[config.mk]
export PLATFORM = sky130hd
export DESIGN_NAME = aes_subbytes_seq
export DESIGN_NICKNAME = d
export VERILOG_FILES = /design/src/rtl/aes_subbytes_seq.sv
export SDC_FILE = /design/constraint.sdc
export NUM_CORES = 2
export LEC_CHECK = 0
export CAP_MARGIN = 30
export CORE_MARGIN = 4
export CORE_UTILIZATION = 65
export DETAILED_ROUTE_END_ITERATION = 12
export PLACE_DENSITY = 0.85
export SYNTH_ARGS = -nofsm -noshare
export SYNTH_HDL_FRONTEND = slang
export SYNTH_SLANG_ARGS = --single-unit
[constraint.sdc]
create_clock -name clk -period 21.9 [get_ports clk]
set_clock_uncertainty 0.1 [all_clocks]
set_input_delay 2.19 -clock clk [delete_from_list [all_inputs] [get_ports clk]]
set_output_delay 2.19 -clock clk [all_outputs]
set_load 0.02 [all_outputs]
[src/rtl/aes_subbytes_seq.sv]
// aes_subbytes_seq: multi-cycle AES SubBytes, LANES forward S-box lookups per cycle
package aes_gf_pkg;
  function automatic logic [7:0] gmul(input logic [7:0] x, input logic [7:0] y);
    logic [7:0] p, t;
    p = '0;
    t = x;
    for (int i = 0; i < 8; i++) begin
      p = y[i] ? p ^ t : p;
      t = {t[6:0], 1'b0} ^ (t[7] ? 8'h1b : 8'h00);
    end
    return p;
  endfunction
  // x^254 is the multiplicative inverse in GF(2^8), and maps 0 to 0
  function automatic logic [7:0] ginv(input logic [7:0] x);
    logic [7:0] s, r;
    s = x;
    r = 8'h01;
    for (int k = 1; k < 8; k++) begin
      s = gmul(s, s);
      r = gmul(r, s);
    end
    return r;
  endfunction
endpackage

module sbox (
  input  logic [7:0] a,
  output logic [7:0] c
);
  import aes_gf_pkg::*;
  logic [7:0] b;
  assign b = ginv(a);
  assign c = b ^ {b[6:0], b[7]} ^ {b[5:0], b[7:6]} ^ {b[4:0], b[7:5]} ^ {b[3:0], b[7:4]} ^ 8'h63;
endmodule


module aes_subbytes_seq #(
  parameter int LANES = 4
) (
  input  logic         clk,
  input  logic         rst,
  input  logic         in_valid,
  output logic         in_ready,
  input  logic [127:0] in_data,
  output logic         out_valid,
  input  logic         out_ready,
  output logic [127:0] out_data,
  output logic         busy
);
  typedef enum logic [1:0] {IDLE, SUB, HOLD} state_t;
  state_t state, nxt_state;
  logic [4:0] cnt, nxt_cnt;
  logic [127:0] st, nxt_st, sub_st;
  logic [7:0] lane_in [LANES];
  logic [7:0] lane_out [LANES];
  logic [6:0] pos [LANES];
  // byte i lives at bit offset 8*(15-i), and 15-i is ~i in four bits
  for (genvar g = 0; g < LANES; g++) begin : g_lane
    assign pos[g] = {~(cnt[3:0] + 4'(g)), 3'b000};
    assign lane_in[g] = st[pos[g] +: 8];
    sbox u_sbox (.a(lane_in[g]), .c(lane_out[g]));
  end
  always_comb begin
    sub_st = st;
    for (int l = 0; l < LANES; l++) sub_st[pos[l] +: 8] = lane_out[l];
  end
  always_comb begin
    nxt_state = state;
    nxt_cnt = cnt;
    nxt_st = st;
    unique case (state)
      IDLE: if (in_valid) begin
        nxt_st = in_data;
        nxt_cnt = '0;
        nxt_state = SUB;
      end
      SUB: begin
        nxt_st = sub_st;
        nxt_cnt = cnt + 5'(LANES);
        nxt_state = (cnt + 5'(LANES) == 5'd16) ? HOLD : SUB;
      end
      HOLD: nxt_state = out_ready ? IDLE : HOLD;
      default: nxt_state = IDLE;
    endcase
  end
  always_ff @(posedge clk) begin
    if (rst) begin
      state <= IDLE;
      cnt <= '0;
      st <= '0;
    end else begin
      state <= nxt_state;
      cnt <= nxt_cnt;
      st <= nxt_st;
    end
  end
  assign in_ready = state == IDLE;
  assign out_valid = state == HOLD;
  assign busy = state != IDLE;
  assign out_data = st;
endmodule

==> out/qor.yml <==
synth_top_cells_by_area: "sky130_fd_sc_hd__xnor2_1 24%, sky130_fd_sc_hd__xnor3_1 10%, sky130_fd_sc_hd__nor2_1 7.5%"
antenna_found_initial: 11
synth_commonest_cells: "1683 x sky130_fd_sc_hd__xnor2_1, 1250 x sky130_fd_sc_hd__nor2_1, 884 x sky130_fd_sc_hd__nand2_1"
htree_levels: 4
ctsResizeCount: 0
worst_r2r_path_depth: 56
worst_path_most_repeated_cell: "sky130_fd_sc_hd__xnor2_1"
slowest_cell_on_the_critical_path: "sky130_fd_sc_hd__mux4_2"
path_buf_inv: 3
start_util_pct: 65.5
post_synth_num_cell_types: 128
clk-insertion-delay-late_ps: 480
number_of_maximum_capacitance_violations: 0
syn-cell-area_mm2: 0.0622
cts_buffers: 17
ys_seq_elements: 133
clock_tree_from_tritoncts: "built"
nFillCells: 7850
grt.overflow.total: 0
max_freq_ghz: 0.0505
ys_warn_count: 0
critical_path_arrival_ps: 20020
worst_pin_slew_ps: 1150
logic_depth_of_the_worst_path_buffers_included: 56
floorplan.die_area_mm2: 0.101
final_antenna_net_count: 0
rsz_0062_raised_after_global_routing: "no"
synthMostInstantiatedCell: "sky130_fd_sc_hd__xnor2_1"
synthesis.instances: 8478
synthDominantAreaCellType: "sky130_fd_sc_hd__xnor2_1"
synth_flop_cell: "sky130_fd_sc_hd__dfxtp_1"
drt_drc_violations_left: 0
detailed_place_hpwl_um: 153000
number_of_buffers_inserted_for_hold_repair_after_clock_tree_synthesis: 0
fin_crit_sh_pct: 90.4
seq_area_frac_synth_pct: 4.28
post_route_cells_drive_above_1_share_pct: 7.97
first_pass_iters: 10
synth-edff-count: 0
criticalPathCategory: "flop to flop"
critical_path.max_fanout: 28
placement.io_buffers: 262
cp-start-kind: "flop"
place_area_mm2: 0.0664
count_of_final_setup_violators: 0
cts_max_path_buffers: 2
cpLargestDelayFamily: "XOR/XNOR gates"
wl_per_cell_um: 21.2
synthArstFlopShare_pct: 0
postCtsSetupBuffers: 0
vias_per_cell: 6.47
io-pin-count: 263
clock_tree.root_cell: "sky130_fd_sc_hd__clkbuf_16"
cts.reportedPaths.clkPinSlew_ps: 80
slew_headroom_pct: 22.5
grt_start_max_net_pins: 76
finalInstanceArea_mm2: 0.0671
route.final.wire_length_um: 207000
fp.dieH_um: 317
status: "completed"
grt_pass1_wl_um: 322000
die_w_um: 317
rows: 113
drc_marker_count_from_the_first_detailed_route_iteration: 8972
area_overhead_vs_synth_pct: 7.88
routabilityCongestion: 1.02
worst_setup_path_end_kind: "flop"
slew_violations: 0
hold_path_class: "flop to flop"
finalHoldViolations: 0
critPathRequiredTime_ps: 22120
global_route.usage.total_pct: 38.5
synth_area_per_cell_um2: 7.34
vias_in_the_first_global_route: 58100
clock_sink_count: 133
timing.hold.worst_path_depth: 2
finish.net_count: 8634
worst_path_largest_cell_delay_ps: 810
design.core.area_mm2: 0.0950
period_minus_slack_ps: 19800
routed-via-count: 63100
synth_top_area_share_pct: 23.7
setup-tns-final_ps: 0
[logic make-up (layout without fill, tap and decap cells)]
| group | after synthesis | count (layout) | share of synthesized area [%] |
|---|---|---|---|
| other | 1 | 7 | 0.00603 |
| muxes | 288 | 288 | 5.38 |
| adders and majority gates | 36 | 36 | 0.724 |
| buffers and inverters | 662 | 662 | 4.55 |
| xor gates and xnor gates | 2625 | 2625 | 46.3 |
| AOI/OAI and AO/OA | 1749 | 1749 | 17.8 |
| DFF | 133 | 133 | 4.28 |
| and+or+nand+nor | 2984 | 2984 | 20.9 |
[flip-flops by register name, indices dropped and copies added, names as in the netlist]
register and cells:
state 2, cnt 3, out_data 128
[area by class of cell]
type	instances	area [um^2]	share of cell area (%)
clock inverter	15	190	0.283
sequential	133	2670	3.97
multi-input combinational	7684	57200	85.2
inverter	97	364	0.542
clock buffer	17	425	0.634
tap	1265	1580	2.36
timing repair buffer	533	4710	7.02
antenna	5	12.5	0.0186
[per-stage QoR]
step                worst slack (ps)  hold slack [ps]  std cells  util (%)
floorplan                       4960              332       8479         -
global placement                2870              342       9685      69.7
detailed placement              2590              360       9703      69.9
CTS                             2500              373       9735      70.5
global route                     853              385       9746      70.6
finish                          2100              381       9749      70.7
[worst register-to-register path: cells and delay by family, from the launching register on]
family	cells	cell delay, ps
flops	1	510
compound gates	12	3310
buf+inv	3	860
mux	2	980
xor+xnor	26	9590
fa+ha+maj	3	1870
simple gates	10	2420
[layer usage]
metal | routed length [um] | GRT usage (%) | share of wire [%]
met5 | 74 | 0 | 0.036
met4 | 7220 | 11.9 | 3.5
met3 | 26700 | 9.50 | 13
met2 | 89500 | 59.3 | 43
met1 | 83300 | 53.1 | 40
[cells in the final DEF, fill, tap and decap left out, drive strengths merged, types with 34 or more instances in the layout]
master and instances:
nand3 188, a221oi 34, ha 36, clkdlybuf4s50 261, xnor3 295, mux2i 219
a211oi 80, xnor2 1787, xor2 508, o211ai 58, o21a 35, and2 45
a22oi 88, mux2 36, o21ai 454, a31oi 85, or3 36, nor2b 70
buf 272, nand2 888, o22ai 110, nand2b 82, inv 90, dfxtp 133
nor3 229, xor3 35, nor2 1256, a21oi 513, and3 36
[worst paths after layout]
path / slack, ps / to / startpoint
max: 2100 / out_data[29] / cnt[3]
min: 380 / out_data[86] / out_data[86]
max reg2reg: 2100 / out_data[29] / cnt[3]
min reg2reg: 380 / out_data[86] / out_data[86]
Power is not shown: default switching activity piles up to over one toggle a cycle in this logic, so the estimate is an artifact.
